<file path="config.mk">
export PLATFORM = sky130hd
export DESIGN_NAME = select_step_reg
export DESIGN_NICKNAME = d
export VERILOG_FILES = /design/src/rtl/select_step_pkg.sv /design/src/rtl/select_step_alu.sv /design/src/rtl/select_step_reg.sv
export SDC_FILE = /design/constraint.sdc
export NUM_CORES = 1
export LEC_CHECK = 0
export BUFFER_PORTS_ARGS = -buffer_cell sky130_fd_sc_hd__buf_2
export CAP_MARGIN = 20
export CORE_ASPECT_RATIO = 1.2
export CORE_MARGIN = 2
export CORE_UTILIZATION = 50
export DETAILED_ROUTE_END_ITERATION = 6
export PLACE_DENSITY = 0.77
export REMOVE_ABC_BUFFERS = 1
export SYNTH_ARGS = -nofsm -noshare
export SYNTH_HDL_FRONTEND = slang
export SYNTH_HIERARCHICAL = 1
export SYNTH_SLANG_ARGS = --single-unit
</file>
<file path="constraint.sdc">
create_clock -name clk -period 1.55 [get_ports clk]
set_clock_uncertainty 0.2 [all_clocks]
set_input_delay 0.0775 -clock clk [delete_from_list [all_inputs] [get_ports clk]]
set_output_delay 0.0775 -clock clk [all_outputs]
set_load 0.005 [all_outputs]
</file>
<file path="src/rtl/select_step_pkg.sv">
// rtl/select_step_pkg.sv - opcode constants shared by the select/step datapath
//
// Holds the 2-bit opcode encoding used on the select input:
//   OP_ADD  (00) result = number + STEP
//   OP_PASS (01) result = number
//   OP_SUB  (10) result = number - STEP
//   OP_HOLD (11) result = current result register
package select_step_pkg;

  localparam logic [1:0] OP_ADD  = 2'b00;
  localparam logic [1:0] OP_PASS = 2'b01;
  localparam logic [1:0] OP_SUB  = 2'b10;
  localparam logic [1:0] OP_HOLD = 2'b11;

endpackage

</file>
<file path="src/rtl/select_step_alu.sv">
// rtl/select_step_alu.sv - combinational add/pass/sub/hold datapath with wrap or clamp
//
// Optional feature: define SELECT_STEP_SATURATE_EN to clamp on overflow/underflow;
// otherwise arithmetic wraps modulo 2^WIDTH.
//
// Ports:
//   number      in  WIDTH  operand
//   select      in  2      opcode (see select_step_pkg)
//   held        in  WIDTH  current result register, used by OP_HOLD
//   next_result out WIDTH  value to load into the result register
//   next_flag   out 1      operation wrapped (or clamped)
module select_step_alu
  import select_step_pkg::*;
#(
  parameter int WIDTH = 8,
  parameter int STEP  = 1
) (
  input  logic [WIDTH-1:0] number,
  input  logic [1:0]       select,
  input  logic [WIDTH-1:0] held,
  output logic [WIDTH-1:0] next_result,
  output logic             next_flag
);

  localparam logic [WIDTH-1:0] STEP_N = WIDTH'(STEP);

  // One extra bit so the carry out of the add is visible.
  logic [WIDTH:0]   sum;
  logic [WIDTH-1:0] diff;
  logic             borrow;

  assign sum    = {1'b0, number} + {1'b0, STEP_N};
  assign diff   = number - STEP_N;
  assign borrow = (number < STEP_N);

  always_comb begin
    next_result = held;
    next_flag   = 1'b0;
    case (select)
      OP_ADD: begin
        next_flag = sum[WIDTH];
`ifdef SELECT_STEP_SATURATE_EN
        next_result = sum[WIDTH] ? {WIDTH{1'b1}} : sum[WIDTH-1:0];
`else
        next_result = sum[WIDTH-1:0];
`endif
      end
      OP_PASS: begin
        next_result = number;
      end
      OP_SUB: begin
        next_flag = borrow;
`ifdef SELECT_STEP_SATURATE_EN
        next_result = borrow ? {WIDTH{1'b0}} : diff;
`else
        next_result = diff;
`endif
      end
      default: begin
        // OP_HOLD: re-issue the current result; number is ignored.
        next_result = held;
      end
    endcase
  end

endmodule

</file>
<file path="src/rtl/select_step_reg.sv">
// rtl/select_step_reg.sv - one-entry valid/ready stage around the select/step ALU
//
// Optional feature: SELECT_STEP_SATURATE_EN (passed through to select_step_alu).
//
// Ports:
//   clk       in  1      rising-edge clock
//   rst_n     in  1      asynchronous active-low reset
//   number    in  WIDTH  operand
//   select    in  2      opcode
//   in_valid  in  1      number/select valid
//   in_ready  out 1      stage can accept an operation
//   result    out WIDTH  registered result
//   out_valid out 1      result valid
//   out_ready in  1      consumer accepts result
//   flag      out 1      registered wrap/clamp indication of the last operation
module select_step_reg
  import select_step_pkg::*;
#(
  parameter int WIDTH = 8,
  parameter int STEP  = 1
) (
  input  logic             clk,
  input  logic             rst_n,
  input  logic [WIDTH-1:0] number,
  input  logic [1:0]       select,
  input  logic             in_valid,
  output logic             in_ready,
  output logic [WIDTH-1:0] result,
  output logic             out_valid,
  input  logic             out_ready,
  output logic             flag
);

  logic [WIDTH-1:0] alu_result;
  logic             alu_flag;
  logic             accept;

  select_step_alu #(
    .WIDTH (WIDTH),
    .STEP  (STEP)
  ) u_alu (
    .number      (number),
    .select      (select),
    .held        (result),
    .next_result (alu_result),
    .next_flag   (alu_flag)
  );

  // Single slot: free when empty or being drained this cycle.
  assign in_ready = !out_valid || out_ready;
  assign accept   = in_valid && in_ready;

  always_ff @(posedge clk or negedge rst_n) begin
    if (!rst_n) begin
      result    <= '0;
      flag      <= 1'b0;
      out_valid <= 1'b0;
    end else if (accept) begin
      result    <= alu_result;
      flag      <= alu_flag;
      out_valid <= 1'b1;
    end else if (out_ready) begin
      // Drained with nothing new: result and flag keep their values.
      out_valid <= 1'b0;
    end
  end

endmodule

</file>
==> run_results.csv, run 1 <==
group,metric,value,unit
status,status,"completed",
synth,seq_area_frac_synth,0.268,
global_route,antenna_found_initial,0,
pwr,leakagePower,0.000614,uW
finish,diodes,0,
routing,vias,902,
placed_design,io_buffers,24,
finish,nNetsFinal,156,
finish,syn_to_final_growth,34.0,%
routing,ant_nets,0,
routing,wl_per_cell,14.6,um
pwr,power,935,uW
global_route,overflow,0,
critical_path,cp_common_cell,"dlygate4sd3_1",
floorplanning,die_h,51.4,um
clock_network,cts_buffer_depth,2,
routing,drcViolationCount,0,
synth,ys_seq_elements,10,
clock_network,cts_root_buf,"clkbuf_4",
floorplanning,die-width,43.5,um
floorplanning,num_rows,17,
clock_network,cts_tree,"done",
synth,yosysUniqueCellTypes,36,
clock_network,clock_latency,0.26,ns
critical_path,path_cells,"dlygate4sd3_1, buf_2, nand2b_1, dlygate4sd3_1",
critical_path,cp_max_fo,2,
sta,setup_viol,0,
synth,syn_avg_cell_area,9.64,sq um
pwr,power.density,747,nW/um^2
floorplanning,die-area,2230,sq um
critical_path,arrival,1.44,ns
global_route,grt_max_degree,15,
sta,fin_crit_sh,0.966,
clock_network,ctsResizeCount,0,
routing,viasPerCell,5.71,
sta,final_max_slew_viol_count,0,
finish,drive_above_1_share,0.439,
run,cap_violations,0,
routing,dr.pass1.iters,5,
finish,final_common_cell,"buf_2",
sta,period_needed,1.50,ns
synth,synthCells,97,
floorplanning,core,1810,sq um
global_route,grt_pass1_wl,4.02,mm
routing,first_iter_violations,33,
clock_network,cts-buffers-inserted,3,
critical_path,end_kind,"flop",
synth,netlist_area,935,sq um
floorplanning,start_util,0.517,
finish,layout_common_cells,"24 x buf_2, 15 x buf_4, 10 x dfrtp_1",
critical_path,cp_slowest_cell,"dlygate4sd3_1",
critical_path,worst_path_largest_cell_delay,0.55,ns
critical_path,worstSetupPathType,"in2reg",
sta,tightestPinTransition,0.454,ns
sta,slew-limit-headroom,0.697,
global_route,track_usage,0.244,
critical_path,required,1.50,ns
critical_path,start_kind,"input pin",
placed_design,dp_hpwl,1.78,mm
finish,stdcell_count,158,
synth,synth_warnings,6,
critical_path,r2r_setup_slack,0.11,ns
sta,fmax,0.668,GHz
sta,timing.hold.ws,0.121,ns
clock_network,path_clk_slew,0.07,ns
clock_network,cts.sinks,10,
routing,wirelength,2.31,mm
sta,hold_viol_final,0,
pwr,worst_ir_drop_vdd,412,uV
floorplanning,ios,25,
placed_design,gp_congestion,0.854,
worst_hold_path,worst_hold_path_type,"in2reg",
clock_network,h-tree-depth,1,
sta,rsz0062_at_grt,"no",
global_route,first_global_vias,933,
placed_design,place_inst,150,
[sequential cells by signal, summed over array words and instances, names as in the netlist]
signal and cells:
result 8, flag 1, out_valid 1
[per-layer routing]
metal	GRT usage	routed length [um]	vias to the layer above
met2	0.443	1240	50
met5	0	0	-
met1	0.264	863	414
li1	-	-	432
met4	0.111	39	0
met3	0.0530	169	6
[Yosys cell counts]
library cell,number,share of area
mux2i_1,5,0.054
nor3_2,1,0.011
nand4_1,4,0.027
nand4b_1,1,0.0094
nor3b_2,1,0.013
nand3b_1,1,0.0080
inv_1,3,0.012
o211ai_2,2,0.027
and3_1,1,0.0067
nand2_8,1,0.021
nor4bb_1,1,0.011
xnor2_1,3,0.028
nand2b_1,1,0.0067
buf_4,1,0.0080
buf_2,1,0.0053
buf_6,1,0.012
mux2_2,1,0.012
nand3_1,4,0.021
a211oi_1,2,0.016
clkbuf_1,3,0.012
mux2_4,9,0.14
a211o_1,1,0.0094
nand2_1,7,0.028
nor3_1,4,0.021
nor2_1,6,0.024
dfrtp_1,10,0.27
nor2b_1,5,0.033
a31oi_1,2,0.013
a21oi_1,4,0.021
o21bai_1,1,0.0080
xor2_1,4,0.037
nand2b_4,1,0.015
ha_1,2,0.027
nor4_2,1,0.013
and4_1,1,0.0094
o21ai_1,1,0.0053
[worst paths after layout]
check,startpoint,endpoint,cells past startpoint
max,in_valid,out_valid,4
min in group asynchronous,rst_n,result[5],3
min,select[1],result[1],3
max reg2reg,out_valid,out_valid,3
min reg2reg,flag,flag,1
max in group asynchronous,rst_n,out_valid,3
[logic make-up (layout without fill, tap and decap cells)]
kind of cell | count (synthesis) | in the layout | share of synthesized area
buf+inv | 9 | 51 | 0.0495
compound gates | 13 | 13 | 0.100
mux | 15 | 15 | 0.210
flops | 10 | 10 | 0.268
xor+xnor | 7 | 7 | 0.0656
simple gates | 41 | 41 | 0.280
fa+ha+maj | 2 | 2 | 0.0268
[where the power goes]
group          switching, uW  internal (uW)  total (uW)  leakage (uW)
logic                    149            201         349      0.000475
clock network           91.1            143         234     0.0000210
registers               43.5            309         352      0.000119
total                    283            652         935      0.000614
[metrics by stage]
stage / utilization / area [sq um] / setup TNS [ns] / setup WS, ns
after floorplan: - / 900 / 0 / 0.137
after global placement: 0.651 / 1180 / -0.0226 / -0.0226
after detailed placement: 0.651 / 1180 / -0.206 / -0.0917
after CTS: 0.693 / 1250 / 0 / 0.0526
after global routing: 0.693 / 1250 / 0 / 0.0150
final: 0.693 / 1250 / 0 / 0.0526
[layout make-up]
type | instances | area (sq um)
clock buffer | 4 | 36.3
fill | 142 | 556
inverter | 3 | 11.3
multi-input combinational | 78 | 638
sequential | 10 | 250
tap | 19 | 23.8
timing repair buffer | 44 | 293
[what timing repair did]
item / in CTS / in global routing
buffers inserted: 0 / 0
hold endpoints to repair: 11 / 0
hold buffers: 4 / 0
setup endpoints to repair: 0 / 0
[worst max-delay path: cells and delay by family]
family / cells / cell delay (ns)
buffers and inverters: 3 / 1.24
AND/OR/NAND/NOR: 1 / 0.14
Power figures use the tool's default switching activity.
==> run 2, diff against run 1 <==
Settings changed: PLACE_DENSITY 0.77 to 0.81.
==> run 2 against run 1 <==
The run now ends with hold timing left; utilization down 2.1 points; first-iteration DRC count fell by 27%; worst hold slack got worse by 0.12 ns; via count is 4.5% lower; clock power is 2% lower; design area is 3.0% lower; largest cell class unchanged; largest power group unchanged.
==> run_results.csv, run 2 (synthesized netlist as in run 1, its figures left out) <==
group,metric,value,unit
routing,wl_per_cell,14.3,um
critical_path,end_kind,"flop",
run,cap_violations,0,
clock_network,ctsResizeCount,0,
floorplanning,core,1810,sq um
finish,nNetsFinal,151,
routing,vias,861,
critical_path,arrival,1.43,ns
placed_design,io_buffers,24,
finish,design_area,1210,sq um
sta,timing.hold.ws,-0.000541,ns
finish,reg.largest.list,"result: 8 flops, flag: 1 flops, out_valid: 1 flops",
placed_design,place_inst,147,
sta,fin_crit_sh,0.962,
placed_design,gp_congestion,0.852,
sta,tightestPinTransition,0.377,ns
routing,wirelength,2.18,mm
sta,rsz0062_at_grt,"no",
critical_path,worst_path_largest_cell_delay,0.63,ns
placed_design,placed_area,1150,sq um
clock_network,cts_root_buf,"clkbuf_4",
critical_path,start_kind,"input pin",
status,violations,"hold timing",
clock_network,cts_tree,"done",
worst_hold_path,worst_hold_path_type,"in2async",
critical_path,cp_slowest_cell,"dlygate4sd3_1",
sta,fmax,0.671,GHz
clock_network,cts-buffers-inserted,3,
routing,viasPerCell,5.63,
critical_path,path_cells,"dlygate4sd3_1, nand2b_1, dlygate4sd3_1",
sta,setup_slack,0.0595,ns
pwr,worst_ir_drop_vdd,365,uV
global_route,track_usage,0.211,
floorplanning,num_rows,17,
routing,dr.pass1.iters,4,
finish,final_common_cell,"buf_2",
sta,period_needed,1.49,ns
floorplanning,ios,25,
sta,slew-limit-headroom,0.747,
global_route,antenna_found_initial,0,
finish,stdcell_count,153,
sta,setup_viol,0,
finish,regMostFlops,"result",
finish,drive_above_1_share,0.425,
floorplanning,die_h,51.4,um
critical_path,cp_max_fo,2,
sta,final_max_slew_viol_count,0,
routing,ant_nets,0,
clock_network,clock_latency,0.25,ns
finish,largest_reg_flops,8,
clock_network,path_clk_slew,0.07,ns
global_route,grt_max_degree,14,
finish,post-route-util,0.672,
placed_design,place_ws,-0.106,ns
critical_path,cp_common_cell,"dlygate4sd3_1",
global_route,grt_pass1_wl,3.53,mm
clock_network,cts.sinks,10,
global_route,first_global_vias,828,
global_route,overflow,0,
critical_path,r2r_cells,3,
status,status,"complete, but fails checks",
finish,layout_common_cells,"23 x buf_2, 12 x buf_4, 10 x dfrtp_1",
clock_network,cts_buffer_depth,2,
placed_design,dp_hpwl,1.77,mm
finish,syn_to_final_growth,30.0,%
pwr,leakagePower,0.000591,uW
pwr,power.density,757,nW/um^2
sta,hold_viol_final,6,
floorplanning,die-width,43.5,um
clock_network,h-tree-depth,1,
finish,diodes,0,
routing,drcViolationCount,0,
floorplanning,die-area,2230,sq um
critical_path,required,1.49,ns
critical_path,worstSetupPathType,"in2reg",
routing,first_iter_violations,24,
floorplanning,start_util,0.517,
clock_network,cts_setup_buffers,0,
==> run 2: cell types whose count changed in the layout (fill, tap and decap cells not counted), sizes merged <==
cell / change
dlygate4sd3: -1
buf: -4
==> run 2: metrics by stage <==
step           power (uW)  setup TNS [ns]
2_1_floorplan         523               0
3_3_place_gp          671         -0.0315
3_5_place_dp          691          -0.223
4_1_cts               930               0
5_1_grt               970               0
6_report              920               0
==> run 2: where the power goes <==
group          internal (uW)  total, uW  switching, uW  leakage (uW)
sequential               309        354           44.9      0.000119
clock                    142        230           87.2     0.0000210
combinational            194        337            143      0.000452
==> run 2: layout make-up <==
cell class / instances / area (sq um)
multi-input combinational: 78 / 638
tap: 19 / 23.8
timing repair buffer: 39 / 255
clock buffer: 4 / 36.3
sequential: 10 / 250
inverter: 3 / 11.3
fill: 156 / 593
==> run 2: critical path: cells and delay by family <==
family                 cells  cell delay (ns)
buffers and inverters      2             1.18
AND/OR/NAND/NOR            1             0.17
==> run 2: worst paths after layout <==
path	from	to	slack [ns]
setup / recovery	in_valid	out_valid	0.06
hold / removal	rst_n	flag	-0.0005
setup reg to reg	out_valid	out_valid	0.10
hold reg to reg	flag	flag	0.32
max in group asynchronous	rst_n	result[5]	0.96
min in group clk	number[7]	result[7]	0.13
==> run 2: repair_timing <==
item / CTS / global route
setup endpoints to repair: 0 / 1
hold buffers: 3 / 0
endpoints found under the hold margin: 11 / 0
==> run 2: per-layer routing <==
layer,routed length [um],GRT usage,share of wire,up-vias
met3,106,0.0141,0.049,4
met5,0,0,0,-
li1,-,-,-,421
met1,840,0.233,0.38,400
met2,1190,0.388,0.54,36
met4,46,0.121,0.021,0
==> run 3, diff against run 2 <==
Settings changed: CTS_BUF_LIST from default to sky130_fd_sc_hd__clkbuf_8, MAX_ROUTING_LAYER from default to met4.
==> run 3 against run 2 <==
The flow now finishes without violations; largest power group unchanged; design area up 1.8%; register-to-register slack about the same; via count down 0.46%; utilization up 1.2 points; worst setup slack better by 0.048 ns; largest cell class unchanged; count of clock-buffer cells in the layout unchanged; clock power up 41%; total power up 11%.
==> run_results.csv, run 3 (synthesized netlist as in run 1, its figures left out) <==
group,metric,value,unit
status,status,"completed",
global_route,track_usage,0.213,
global_route,first_global_vias,823,
finish,post-route-util,0.684,
run,cap_violations,0,
routing,vias,857,
sta,rsz0062_at_grt,"no",
finish,drive_above_1_share,0.425,
sta,slew-limit-headroom,0.745,
placed_design,gp_congestion,0.865,
critical_path,r2r_setup_slack,0.11,ns
clock_network,cts_root_buf,"clkbuf_8",
clock_network,path_clk_slew,0.05,ns
critical_path,r2r-end,"out_valid",
floorplanning,num_rows,17,
critical_path,cp_slowest_cell,"dlygate4sd3_1",
sta,period_needed,1.44,ns
finish,diodes,0,
routing,viasPerCell,5.60,
pwr,power,1020,uW
finish,largest_reg_flops,8,
critical_path,required,1.46,ns
floorplanning,start_util,0.517,
sta,tns,0,ns
sta,tightestPinTransition,0.380,ns
sta,fmax,0.693,GHz
finish,syn_to_final_growth,32.3,%
sta,setup_viol,0,
sta,final_max_slew_viol_count,0,
clock_network,clock_latency,0.23,ns
global_route,grt_max_degree,14,
critical_path,critPathLaunch,"out_valid",
finish,reg.largest.list,"result: 8 flops, flag: 1 flops, out_valid: 1 flops",
finish,final_common_cell,"buf_2",
clock_network,cts.sinks,10,
global_route,overflow,0,
pwr,leakagePower,0.000608,uW
sta,fin_crit_sh,0.931,
finish,regMostFlops,"result",
critical_path,r2r_cells,3,
sta,timing.hold.ws,0.0468,ns
critical_path,worst_path_largest_cell_delay,0.55,ns
pwr,worst_ir_drop_vdd,288,uV
critical_path,worstSetupPathType,"reg2reg",
global_route,antenna_found_initial,0,
critical_path,cp_max_fo,3,
clock_network,h-tree-depth,1,
clock_network,cts_buffer_depth,2,
placed_design,io_buffers,24,
critical_path,crit-reg2reg-launch,"out_valid",
routing,first_iter_violations,25,
floorplanning,die-width,43.5,um
routing,dr.pass1.iters,4,
floorplanning,die_h,51.4,um
finish,nNetsFinal,151,
pwr,power.density,823,nW/um^2
critical_path,path_cells,"nand2b_4, nand2b_1, dlygate4sd3_1",
critical_path,crit_end,"out_valid",
worst_hold_path,worst_hold_path_type,"in2async",
floorplanning,die-area,2230,sq um
clock_network,cts-buffers-inserted,3,
critical_path,start_kind,"flop",
floorplanning,core,1810,sq um
placed_design,dp_hpwl,1.77,mm
routing,wl_per_cell,14.4,um
critical_path,arrival,1.35,ns
sta,hold_viol_final,0,
floorplanning,ios,25,
routing,drcViolationCount,0,
routing,wirelength,2.21,mm
critical_path,end_kind,"flop",
finish,layout_common_cells,"23 x buf_2, 12 x buf_4, 10 x dfrtp_1",
routing,ant_nets,0,
clock_network,cts_tree,"done",
global_route,grt_pass1_wl,3.51,mm
run 3: changes by cell type in the layout (fill, tap and decap cells not counted), sizes merged:
cell	before	now
dlymetal6s4s	0	1
dlygate4sd3	3	2
run 3: area by class of cell:
class | count | area (sq um)
inverters | 3 | 11.3
clock buffers | 4 | 55.1
well taps | 19 | 23.8
flip-flops and latches | 10 | 250
repair buffers | 39 | 258
fillers | 151 | 572
multi-input cells | 78 | 638
run 3: timing repair:
item	in CTS	in global routing
gates resized for setup	0	1
endpoints found under the setup margin	0	1
hold buffers	3	0
hold endpoints to repair	11	0
setup buffers	0	0
run 3: where the power goes:
group | internal (uW) | total [uW] | leakage (uW) | switching (uW)
combinational | 194 | 337 | 0.000460 | 143
sequential | 310 | 356 | 0.000119 | 46.0
clock | 223 | 324 | 0.0000288 | 101
total | 727 | 1020 | 0.000608 | 290
run 3: worst min path at each step:
stage / start / end / slack (ns) / depth (start not counted)
3_5_place_dp: rst_n / result[6] / -0.25 / 1
4_1_cts: rst_n / result[6] / 0.05 / 2
2_1_floorplan: rst_n / flag / -0.42 / 0
5_1_grt: rst_n / result[4] / 0.07 / 2
6_report: rst_n / flag / 0.05 / 2
3_3_place_gp: rst_n / result[2] / -0.26 / 1
run 3: per-stage QoR:
| stage | instance area (sq um) | cells | worst slack (ns) |
|---|---|---|---|
| 2_1_floorplan | 900 | 91 | 0.137 |
| 3_3_place_gp | 1150 | 147 | -0.0315 |
| 3_5_place_dp | 1150 | 147 | -0.106 |
| 4_1_cts | 1240 | 154 | 0.0221 |
| 5_1_grt | 1240 | 153 | 0.0419 |
| 6_report | 1240 | 153 | 0.108 |
run 3: per-layer routing:
metal	vias up	wire [um]	GRT usage	share of wire
met2	35	1200	0.383	0.54
met3	4	98	0.0141	0.044
met4	0	48	0.106	0.022
met1	396	859	0.233	0.39
li1	422	-	-	-
met5	-	0	-	0
run 3: worst max-delay path: cells and delay by family (launching register included):
kind                   cells  cell delay [ns]
buffers and inverters      1             0.55
DFF                        1             0.40
and+or+nand+nor            2             0.17
